File: src/rtl/mips_pkg.sv
// +--------------------------------------------------------------------+
// | mips_pkg : shared ALU control encodings for the MIPS execute stage |
// | Rev 1.0                                                            |
// +--------------------------------------------------------------------+
`default_nettype none

package mips_pkg;

  localparam int ALU_CTRL_W = 3;

  localparam logic [ALU_CTRL_W-1:0] ALU_AND  = 3'b000;
  localparam logic [ALU_CTRL_W-1:0] ALU_OR   = 3'b001;
  localparam logic [ALU_CTRL_W-1:0] ALU_ADD  = 3'b010;
  localparam logic [ALU_CTRL_W-1:0] ALU_ADDS = 3'b011;
  localparam logic [ALU_CTRL_W-1:0] ALU_ANDN = 3'b100;
  localparam logic [ALU_CTRL_W-1:0] ALU_ORN  = 3'b101;
  localparam logic [ALU_CTRL_W-1:0] ALU_SUB  = 3'b110;
  localparam logic [ALU_CTRL_W-1:0] ALU_SLT  = 3'b111;

endpackage

`default_nettype wire

File: src/rtl/alu_core.sv
// +--------------------------------------------------------------------+
// | alu_core : WIDTH-bit ALU with zero and carry-out flags             |
// | Rev 1.0                                                            |
// +--------------------------------------------------------------------+
`default_nettype none

module alu_core
  import mips_pkg::*;
#(
  parameter int WIDTH = 32
) (
  input  logic [WIDTH-1:0]      a,
  input  logic [WIDTH-1:0]      b,
  input  logic [ALU_CTRL_W-1:0] ctrl,
  output logic [WIDTH-1:0]      result,
  output logic                  zero,
  output logic                  cout
);

  logic             w_invert;
  logic [WIDTH-1:0] w_bb;
  logic [WIDTH-1:0] w_sum;
  logic [WIDTH:0]   w_wide;

  // ctrl[2] turns the adder into a subtractor: a + ~b + 1.
  assign w_invert = ctrl[2];
  assign w_bb     = w_invert ? ~b : b;
  assign w_wide   = {1'b0, a} + {1'b0, w_bb} + {{WIDTH{1'b0}}, w_invert};
  assign w_sum    = w_wide[WIDTH-1:0];
  assign cout     = w_wide[WIDTH];

  always_comb begin
    result = '0;
    case (ctrl)
      ALU_AND:  result = a & b;
      ALU_OR:   result = a | b;
      ALU_ADD:  result = w_sum;
      ALU_ADDS: result = {{(WIDTH-1){1'b0}}, w_sum[WIDTH-1]};
      ALU_ANDN: result = a & w_bb;
      ALU_ORN:  result = a | w_bb;
      ALU_SUB:  result = w_sum;
      ALU_SLT:  result = {{(WIDTH-1){1'b0}}, w_sum[WIDTH-1]};
      default:  result = '0;
    endcase
  end

  assign zero = (result == '0);

endmodule

`default_nettype wire

File: src/rtl/alu_stage_unit.sv
// +--------------------------------------------------------------------+
// | alu_stage_unit : operand mux, ALU and stallable result register    |
// | Rev 1.0                                                            |
// +--------------------------------------------------------------------+
`default_nettype none

module alu_stage_unit
  import mips_pkg::*;
#(
  parameter int               WIDTH       = 32,
  parameter logic [WIDTH-1:0] RESET_VALUE = '0
) (
  input  logic                  clk,
  input  logic                  reset,
  input  logic                  en,
  input  logic [WIDTH-1:0]      a,
  input  logic [WIDTH-1:0]      b_reg,
  input  logic [WIDTH-1:0]      b_imm,
  input  logic                  alu_src,
  input  logic [ALU_CTRL_W-1:0] alu_ctrl,
  output logic [WIDTH-1:0]      result,
  output logic                  zero,
  output logic                  cout,
  output logic [WIDTH-1:0]      result_q
);

  logic [WIDTH-1:0] w_src_b;
  logic [WIDTH-1:0] w_result;
  logic [WIDTH-1:0] r_result_q;

  assign w_src_b = alu_src ? b_imm : b_reg;

  alu_core #(
    .WIDTH (WIDTH)
  ) u_alu_core (
    .a      (a),
    .b      (w_src_b),
    .ctrl   (alu_ctrl),
    .result (w_result),
    .zero   (zero),
    .cout   (cout)
  );

  // Reset wins over enable; en=0 is a stall and holds the value.
  always_ff @(posedge clk) begin
    if (reset) begin
      r_result_q <= RESET_VALUE;
    end else if (en) begin
      r_result_q <= w_result;
    end
  end

  assign result   = w_result;
  assign result_q = r_result_q;

endmodule

`default_nettype wire

File: config.mk
export PLATFORM = sky130hd
export DESIGN_NAME = alu_stage_unit
export DESIGN_NICKNAME = d
export VERILOG_FILES = /design/src/rtl/mips_pkg.sv /design/src/rtl/alu_core.sv /design/src/rtl/alu_stage_unit.sv
export SDC_FILE = /design/constraint.sdc
export NUM_CORES = 1
export LEC_CHECK = 0
export ABC_CLOCK_PERIOD_IN_PS = 13000
export BUFFER_PORTS_ARGS = -buffer_cell sky130_fd_sc_hd__buf_2
export CAP_MARGIN = 20
export CORE_MARGIN = 8
export CORE_UTILIZATION = 30
export DETAILED_ROUTE_END_ITERATION = 10
export HOLD_SLACK_MARGIN = 0.1
export MAX_ROUTING_LAYER = met4
export PLACE_DENSITY = 0.55
export SLEW_MARGIN = 20
export SYNTH_ARGS = -nofsm -noshare
export SYNTH_HDL_FRONTEND = slang
export SYNTH_SLANG_ARGS = --single-unit
File: constraint.sdc
create_clock -name clk -period 13 [get_ports clk]
set_input_delay 1.3 -clock clk [delete_from_list [all_inputs] [get_ports clk]]
set_output_delay 1.3 -clock clk [all_outputs]
set_load 0.01 [all_outputs]
==> run_summary.xml, run 1 <==
<?xml version="1.0" encoding="UTF-8"?>
<metrics>
  <group name="timing">
    <metric name="hold_violations" unit="">0</metric>
    <metric name="finalMaxSlewViolations" unit="">0</metric>
    <metric name="normalized_max_slew_margin" unit="">0.380</metric>
    <metric name="setup_total_negative_slack" unit="ps">0</metric>
    <metric name="final_setup_violation_count" unit="">0</metric>
    <metric name="setup_repair_after_global_routing_missed_its_margin" unit="">no</metric>
    <metric name="worstMarginPinSlew" unit="ps">931</metric>
    <metric name="finalClockSkew" unit="ps">0</metric>
    <metric name="max_clock_freq" unit="MHz">145</metric>
    <metric name="post-route-min-period" unit="ps">6900</metric>
    <metric name="period_utilisation_layout" unit="">0.531</metric>
  </group>
  <group name="finish">
    <metric name="area_growth_syn_to_layout" unit="%">23.6</metric>
    <metric name="final_layout_size_suffix_gt1_frac" unit="">0.260</metric>
    <metric name="largest_register_ff_count" unit="">32</metric>
    <metric name="fin_cells" unit="">1008</metric>
    <metric name="total_nets_final" unit="">926</metric>
  </group>
  <group name="global_route">
    <metric name="grt_first_pass_wirelength" unit="mm">28.1</metric>
    <metric name="grt_overflow" unit="">0</metric>
    <metric name="grt_util_all_layers" unit="">0.176</metric>
    <metric name="grt_pass1_vias" unit="">5061</metric>
    <metric name="antenna_found_initial" unit="">3</metric>
    <metric name="largest_net_degree_at_the_start_of_global_routing" unit="">48</metric>
  </group>
  <group name="route">
    <metric name="drtPass1Iterations" unit="">5</metric>
    <metric name="detail_route.drc_violations" unit="">0</metric>
    <metric name="detail-route-antenna-nets" unit="">0</metric>
    <metric name="average_vias_per_placed_instance" unit="">5.28</metric>
    <metric name="drt-total-wl" unit="mm">18.2</metric>
    <metric name="wire_per_inst" unit="µm">18.0</metric>
    <metric name="route.vias.total" unit="">5321</metric>
    <metric name="first_iter_violations" unit="">345</metric>
  </group>
  <group name="synth">
    <metric name="number_of_enable_type_register_cells_in_the_synthesized_netlist" unit="">0</metric>
    <metric name="syn-num-nets" unit="">787</metric>
    <metric name="yosysWarningCount" unit="">0</metric>
    <metric name="postSynth.topFlopCell" unit="">sky130_fd_sc_hd__dfxtp_1</metric>
    <metric name="syn-instance-count" unit="">649</metric>
    <metric name="synth-seq-area-share" unit="">0.132</metric>
    <metric name="avgSynthCellArea" unit="µm²">7.49</metric>
    <metric name="synthesis.area" unit="mm²">0.00486</metric>
    <metric name="ys_ff_latch" unit="">32</metric>
    <metric name="postSynth.asyncResetShare" unit="">0</metric>
    <metric name="synth_cell_types" unit="">79</metric>
  </group>
  <group name="cts">
    <metric name="hold_buffers" unit="">0</metric>
    <metric name="cts.path.max_buffers" unit="">2</metric>
    <metric name="cts_setup_buffers" unit="">0</metric>
    <metric name="cts_htree_levels" unit="">2</metric>
    <metric name="post_cts.resized_instances" unit="">0</metric>
    <metric name="cts_inserted_buffers" unit="">5</metric>
    <metric name="tritoncts" unit="">built</metric>
    <metric name="clk_root_buffer_cell" unit="">sky130_fd_sc_hd__clkbuf_16</metric>
    <metric name="worst_setup_hold_path_clk_slew" unit="ps">50</metric>
    <metric name="insertion_delay" unit="ps">270</metric>
    <metric name="num_clock_sinks" unit="">32</metric>
  </group>
  <group name="worst_hold_path">
    <metric name="timing.hold.worst.class" unit="">flip-flop to flip-flop</metric>
  </group>
  <group name="worst_setup_path">
    <metric name="crit_path_start_kind" unit="">input pin</metric>
    <metric name="timing.critical_path.cells" unit="">buf_2 &gt; buf_4 &gt; mux2i_4 &gt; a21oi_1 &gt; fa_1 &gt; nor2b_1 &gt; o21bai_4 &gt; a211o_1 &gt; a31o_2 &gt; mux2_1 &gt; a221oi_2 &gt; or3b_1 &gt; nor4_1 &gt; nand4_1 &gt; nor2_1 &gt; buf_2</metric>
    <metric name="endpoint_kind" unit="">primary output</metric>
    <metric name="worstPathRequired" unit="ps">11700</metric>
    <metric name="cp_slowest_cell" unit="">sky130_fd_sc_hd__buf_4</metric>
    <metric name="crit_path_max_incr_delay" unit="ps">490</metric>
    <metric name="timing.critical_path.mode_cell" unit="">sky130_fd_sc_hd__buf_2</metric>
    <metric name="crit_type" unit="">input pin to primary output</metric>
    <metric name="critPathArrivalTime" unit="ps">5600</metric>
    <metric name="path_max_fanout" unit="">32</metric>
  </group>
  <group name="floorplanning">
    <metric name="floorplan.io_pins" unit="">169</metric>
    <metric name="start_util" unit="">0.306</metric>
    <metric name="die_height" unit="µm">143</metric>
    <metric name="coreArea" unit="mm²">0.0159</metric>
    <metric name="dieWidth" unit="µm">143</metric>
    <metric name="design.die.area" unit="mm²">0.0205</metric>
    <metric name="placementRows" unit="">46</metric>
  </group>
  <group name="power">
    <metric name="worst_ir_drop_vdd" unit="mV">0.0707</metric>
    <metric name="power-per-cell-area" unit="mW/mm²">98.5</metric>
    <metric name="p_leak" unit="nW">2.76</metric>
  </group>
  <group name="placement">
    <metric name="dp.final_hpwl" unit="mm">14.5</metric>
    <metric name="place_congestion" unit="">0.868</metric>
    <metric name="numPlacedInstances" unit="">997</metric>
    <metric name="io_buffer_count" unit="">168</metric>
  </group>
  <group name="status">
    <metric name="outcome" unit="">complete, no violations</metric>
  </group>
  <group name="flow_run">
    <metric name="maxCapViolations" unit="">0</metric>
  </group>
</metrics>
cells in the mapped netlist (3+ instances only):
| master | count | area share |
|---|---|---|
| sky130_fd_sc_hd__or3_1 | 5 | 0.0064 |
| sky130_fd_sc_hd__a31oi_1 | 4 | 0.0051 |
| sky130_fd_sc_hd__ha_1 | 34 | 0.087 |
| sky130_fd_sc_hd__mux2i_1 | 37 | 0.076 |
| sky130_fd_sc_hd__dfxtp_1 | 32 | 0.13 |
| sky130_fd_sc_hd__nand3_1 | 17 | 0.017 |
| sky130_fd_sc_hd__xnor2_1 | 40 | 0.072 |
| sky130_fd_sc_hd__inv_1 | 22 | 0.017 |
| sky130_fd_sc_hd__a22oi_1 | 9 | 0.014 |
| sky130_fd_sc_hd__a21oi_1 | 40 | 0.041 |
| sky130_fd_sc_hd__a32oi_1 | 3 | 0.0054 |
| sky130_fd_sc_hd__and3_1 | 3 | 0.0039 |
| sky130_fd_sc_hd__or2_2 | 5 | 0.0064 |
| sky130_fd_sc_hd__o22ai_1 | 4 | 0.0051 |
| sky130_fd_sc_hd__and2_1 | 4 | 0.0051 |
| sky130_fd_sc_hd__a211o_1 | 5 | 0.0090 |
| sky130_fd_sc_hd__o21a_1 | 6 | 0.0093 |
| sky130_fd_sc_hd__xor2_1 | 4 | 0.0072 |
| sky130_fd_sc_hd__o2111ai_1 | 4 | 0.0072 |
| sky130_fd_sc_hd__nor2b_1 | 8 | 0.010 |
| sky130_fd_sc_hd__clkbuf_1 | 34 | 0.026 |
| sky130_fd_sc_hd__a211oi_1 | 19 | 0.029 |
| sky130_fd_sc_hd__nand2_1 | 46 | 0.036 |
| sky130_fd_sc_hd__nor3_1 | 25 | 0.026 |
| sky130_fd_sc_hd__o21ai_0 | 16 | 0.016 |
| sky130_fd_sc_hd__nand4_1 | 11 | 0.014 |
| sky130_fd_sc_hd__nand2b_1 | 6 | 0.0077 |
| sky130_fd_sc_hd__buf_1 | 4 | 0.0031 |
| sky130_fd_sc_hd__buf_2 | 4 | 0.0041 |
| sky130_fd_sc_hd__or4_1 | 3 | 0.0046 |
| sky130_fd_sc_hd__nor4_1 | 3 | 0.0039 |
| sky130_fd_sc_hd__a21o_1 | 20 | 0.031 |
| sky130_fd_sc_hd__maj3_1 | 30 | 0.062 |
| sky130_fd_sc_hd__o211ai_1 | 8 | 0.012 |
| sky130_fd_sc_hd__nor2_1 | 74 | 0.057 |
final cells by class:
cell class              count  area (µm²)
repair buffers            176         901
fillers                  1727        9880
clock buffers               8         146
multi-input cells         549        3950
inverters                  24        90.1
well taps                 216         270
flip-flops and latches     32         641
diodes                      3        7.51
cell families after synthesis:
group	synth area share
compound gates	0.273
xor+xnor	0.0826
fa+ha+maj	0.153
buf+inv	0.0558
flops	0.132
mux	0.0877
simple gates	0.215
worst max-delay path, delay by kind of cell:
family	cells	cell delay, ps
AOI/OAI and AO/OA	5	1130
adders and majority gates	1	450
buffers and inverters	3	700
muxes	2	780
and+or+nand+nor	5	1220
layer usage:
metal / vias up / wire length, µm / GRT usage
met1: 2391 / 9040 / 0.253
li1: 2671 / - / -
met5: - / 0 / -
met4: 0 / 282 / 0.0415
met3: 20 / 1460 / 0.0275
met2: 239 / 7390 / 0.249
through the flow:
stage / hold WS [ps] / setup slack [ps] / power (W) / utilization / cell area (µm²)
2_1_floorplan: 495 / 6720 / 0.000365 / - / 4860
3_3_place_gp: 472 / 6080 / 0.000477 / 0.369 / 5860
3_5_place_dp: 474 / 6060 / 0.000476 / 0.369 / 5860
4_1_cts: 480 / 6050 / 0.000592 / 0.378 / 6000
5_1_grt: 489 / 5780 / 0.000636 / 0.378 / 6010
6_report: 478 / 6100 / 0.000592 / 0.378 / 6010
cell usage in the layout, fill, tap and decap left out, types with 4 or more instances in the layout:
master / instances
sky130_fd_sc_hd__o21ai_0: 16
sky130_fd_sc_hd__or3_1: 5
sky130_fd_sc_hd__a31oi_1: 4
sky130_fd_sc_hd__nor2b_1: 8
sky130_fd_sc_hd__ha_1: 34
sky130_fd_sc_hd__a21oi_1: 40
sky130_fd_sc_hd__buf_2: 168
sky130_fd_sc_hd__nor2_1: 73
sky130_fd_sc_hd__nand4_1: 11
sky130_fd_sc_hd__mux2i_1: 37
sky130_fd_sc_hd__dfxtp_1: 32
sky130_fd_sc_hd__or2_2: 5
sky130_fd_sc_hd__o2111ai_1: 4
sky130_fd_sc_hd__buf_4: 8
sky130_fd_sc_hd__a211oi_1: 19
sky130_fd_sc_hd__a22oi_1: 9
sky130_fd_sc_hd__clkbuf_16: 5
sky130_fd_sc_hd__inv_1: 22
sky130_fd_sc_hd__a211o_1: 5
sky130_fd_sc_hd__a21o_1: 20
sky130_fd_sc_hd__xnor2_1: 40
sky130_fd_sc_hd__and2_1: 4
sky130_fd_sc_hd__o21a_1: 6
sky130_fd_sc_hd__o22ai_1: 4
sky130_fd_sc_hd__o211ai_1: 8
sky130_fd_sc_hd__maj3_1: 30
sky130_fd_sc_hd__nand3_1: 17
sky130_fd_sc_hd__xor2_1: 4
sky130_fd_sc_hd__nand2_1: 46
sky130_fd_sc_hd__nand2b_1: 6
sky130_fd_sc_hd__nor3_1: 25
worst paths after layout:
path	start	end	slack [ps]	cells past startpoint
max reg2reg	result_q[31]	result_q[31]	12270	2
max	alu_src	zero	6100	16
min	result_q[18]	result_q[18]	480	2
min reg2reg	result_q[18]	result_q[18]	480	2
power by group:
group / switching (W) / internal [W] / total, W
sequential: 0.00000404 / 0.000107 / 0.000111
combinational: 0.000218 / 0.000148 / 0.000366
clock: 0.0000383 / 0.0000762 / 0.000115
(Power assumes the default switching activity.)
==> run 2, diff against run 1 <==
ABC_CLOCK_PERIOD_IN_PS = 7090   (was 13000)
clock period = 7.09 ns   (was 13 ns; I/O delays follow)
==> run_summary.xml, run 2 (synthesis gave the netlist of run 1 again) <==
<?xml version="1.0" encoding="UTF-8"?>
<metrics>
  <group name="flow_run">
    <metric name="maxCapViolations" unit="">0</metric>
  </group>
  <group name="power">
    <metric name="combinationalPowerShare" unit="">0.614</metric>
    <metric name="fin_total_pwr" unit="W">0.00109</metric>
    <metric name="internal_power" unit="W">0.000615</metric>
    <metric name="power_switching_share" unit="">0.436</metric>
    <metric name="total_switching_power" unit="W">0.000476</metric>
    <metric name="worst_ir_drop_vdd" unit="mV">0.157</metric>
    <metric name="p_leak" unit="nW">2.76</metric>
    <metric name="power-per-cell-area" unit="mW/mm²">181</metric>
    <metric name="sequentialPowerShare" unit="">0.187</metric>
    <metric name="clock_network_fraction_of_total_power" unit="">0.199</metric>
  </group>
  <group name="route">
    <metric name="route.vias.total" unit="">5326</metric>
    <metric name="drtPass1Iterations" unit="">4</metric>
    <metric name="detail_route.drc_violations" unit="">0</metric>
    <metric name="detail-route-antenna-nets" unit="">0</metric>
    <metric name="average_vias_per_placed_instance" unit="">5.29</metric>
    <metric name="wire_per_inst" unit="µm">18.2</metric>
    <metric name="first_iter_violations" unit="">238</metric>
    <metric name="drt-total-wl" unit="mm">18.3</metric>
  </group>
  <group name="timing">
    <metric name="finalMaxSlewViolations" unit="">0</metric>
    <metric name="worstMarginPinSlew" unit="ps">986</metric>
    <metric name="post-route-min-period" unit="ps">5880</metric>
    <metric name="final.hold.worst_slack" unit="ps">477</metric>
    <metric name="period_utilisation_layout" unit="">0.829</metric>
    <metric name="max_clock_freq" unit="MHz">170</metric>
    <metric name="final_setup_violation_count" unit="">0</metric>
    <metric name="setup_repair_after_global_routing_missed_its_margin" unit="">no</metric>
    <metric name="hold_violations" unit="">0</metric>
    <metric name="setup_total_negative_slack" unit="ps">0</metric>
    <metric name="finalClockSkew" unit="ps">0</metric>
    <metric name="normalized_max_slew_margin" unit="">0.343</metric>
  </group>
  <group name="floorplanning">
    <metric name="die_height" unit="µm">143</metric>
    <metric name="dieWidth" unit="µm">143</metric>
    <metric name="start_util" unit="">0.306</metric>
    <metric name="floorplan.io_pins" unit="">169</metric>
    <metric name="design.die.area" unit="mm²">0.0205</metric>
    <metric name="placementRows" unit="">46</metric>
    <metric name="coreArea" unit="mm²">0.0159</metric>
  </group>
  <group name="global_route">
    <metric name="largest_net_degree_at_the_start_of_global_routing" unit="">48</metric>
    <metric name="grt_util_all_layers" unit="">0.178</metric>
    <metric name="grt_overflow" unit="">0</metric>
    <metric name="grt_first_pass_wirelength" unit="mm">28.4</metric>
    <metric name="grt_pass1_vias" unit="">5077</metric>
    <metric name="antenna_found_initial" unit="">2</metric>
  </group>
  <group name="finish">
    <metric name="area_growth_syn_to_layout" unit="%">23.8</metric>
    <metric name="fin_cells" unit="">1007</metric>
    <metric name="final_layout_size_suffix_gt1_frac" unit="">0.262</metric>
    <metric name="total_nets_final" unit="">927</metric>
    <metric name="final_common_cell" unit="">sky130_fd_sc_hd__buf_2</metric>
    <metric name="largest_register_ff_count" unit="">32</metric>
    <metric name="layout.core_utilization" unit="">0.379</metric>
    <metric name="layout.cells.most_common_list" unit="">168 x sky130_fd_sc_hd__buf_2, 73 x sky130_fd_sc_hd__nor2_1, 46 x sky130_fd_sc_hd__nand2_1</metric>
  </group>
  <group name="placement">
    <metric name="place_congestion" unit="">0.897</metric>
    <metric name="numPlacedInstances" unit="">998</metric>
    <metric name="dp.final_hpwl" unit="mm">14.9</metric>
    <metric name="io_buffer_count" unit="">168</metric>
  </group>
  <group name="worst_hold_path">
    <metric name="min-delay-start" unit="">result_q[19]</metric>
    <metric name="timing.hold.worst.class" unit="">flip-flop to flip-flop</metric>
    <metric name="holdPathEnd" unit="">result_q[19]</metric>
    <metric name="hold_depth" unit="">2</metric>
  </group>
  <group name="worst_setup_path">
    <metric name="path_max_fanout" unit="">17</metric>
    <metric name="worstRegToRegCells" unit="">2</metric>
    <metric name="timing.rr.end" unit="">result_q[31]</metric>
    <metric name="worstPathRequired" unit="ps">6380</metric>
    <metric name="critPathArrivalTime" unit="ps">5170</metric>
    <metric name="crit_type" unit="">input pin to primary output</metric>
    <metric name="endpoint_kind" unit="">primary output</metric>
    <metric name="crit_path_start_kind" unit="">input pin</metric>
    <metric name="rr_startpoint" unit="">result_q[31]</metric>
    <metric name="rrSetupSlack" unit="ps">6360</metric>
  </group>
  <group name="cts">
    <metric name="clk_root_buffer_cell" unit="">sky130_fd_sc_hd__clkbuf_16</metric>
    <metric name="cts_htree_levels" unit="">2</metric>
    <metric name="cts_inserted_buffers" unit="">5</metric>
    <metric name="cts_setup_buffers" unit="">0</metric>
    <metric name="hold_buffers" unit="">0</metric>
    <metric name="cts.path.max_buffers" unit="">2</metric>
    <metric name="num_clock_sinks" unit="">32</metric>
    <metric name="post_cts.resized_instances" unit="">0</metric>
    <metric name="worst_setup_hold_path_clk_slew" unit="ps">50</metric>
    <metric name="tritoncts" unit="">built</metric>
    <metric name="insertion_delay" unit="ps">270</metric>
  </group>
  <group name="status">
    <metric name="outcome" unit="">complete, no violations</metric>
  </group>
</metrics>
run 2: cell types whose count changed in the layout (fill, tap and decap cells not counted):
| cell | before | now |
|---|---|---|
| sky130_fd_sc_hd__clkbuf_1 | 2 | 0 |
| sky130_fd_sc_hd__buf_4 | 8 | 9 |
| sky130_fd_sc_hd__clkbuf_8 | 1 | 2 |
| sky130_fd_sc_hd__diode_2 | 3 | 2 |
run 2: worst max-delay path: stages:
cell and delay (ps):
sky130_fd_sc_hd__buf_2 460, sky130_fd_sc_hd__buf_4 300, sky130_fd_sc_hd__mux2i_4 360, sky130_fd_sc_hd__a21oi_1 150, sky130_fd_sc_hd__fa_1 460, sky130_fd_sc_hd__nor2b_1 270
sky130_fd_sc_hd__o21bai_4 100, sky130_fd_sc_hd__a211o_1 330, sky130_fd_sc_hd__a31o_2 250, sky130_fd_sc_hd__mux2_1 320, sky130_fd_sc_hd__a221oi_2 290, sky130_fd_sc_hd__or3b_1 370
sky130_fd_sc_hd__nor4_1 340, sky130_fd_sc_hd__nand4_1 160, sky130_fd_sc_hd__nor2_1 140, sky130_fd_sc_hd__buf_2 140
run 2: routing by layer:
layer  track usage  part of all wire
met1         0.252              0.50
met2         0.259              0.40
met3        0.0338             0.089
met4        0.0343             0.011
met5             -                 0
run 2: cell type report:
type / count / area (µm²)
flip-flops and latches: 32 / 641
diodes: 2 / 5.00
clock buffers: 7 / 153
inverters: 24 / 90.1
well taps: 216 / 270
repair buffers: 177 / 908
fillers: 1740 / 9860
multi-input cells: 549 / 3950
run 2: worst max path at each step:
| stage | from | endpoint | slack [ps] |
|---|---|---|---|
| after floorplan | alu_src | zero | 1990 |
| after global placement | alu_src | zero | 1240 |
| after detailed placement | alu_src | zero | 1200 |
| after CTS | alu_src | zero | 1180 |
| after global routing | alu_src | zero | 1000 |
| final | alu_src | zero | 1210 |
run 2: power groups by stage:
stage / registers (W) / clock network, W / logic [W]
after global routing: 0.000206 / 0.000230 / 0.000741
after CTS: 0.000204 / 0.000221 / 0.000668
after detailed placement: 0.000207 / 0 / 0.000665
after global placement: 0.000207 / 0 / 0.000666
after floorplan: 0.000215 / 0 / 0.000454
final: 0.000204 / 0.000217 / 0.000670
run 2: metrics by stage:
step	instance area, µm²	worst slack [ps]
after global placement	5860	1240
after detailed placement	5860	1200
final	6020	1210
after global routing	6020	998
after CTS	6020	1180
after floorplan	4860	1990
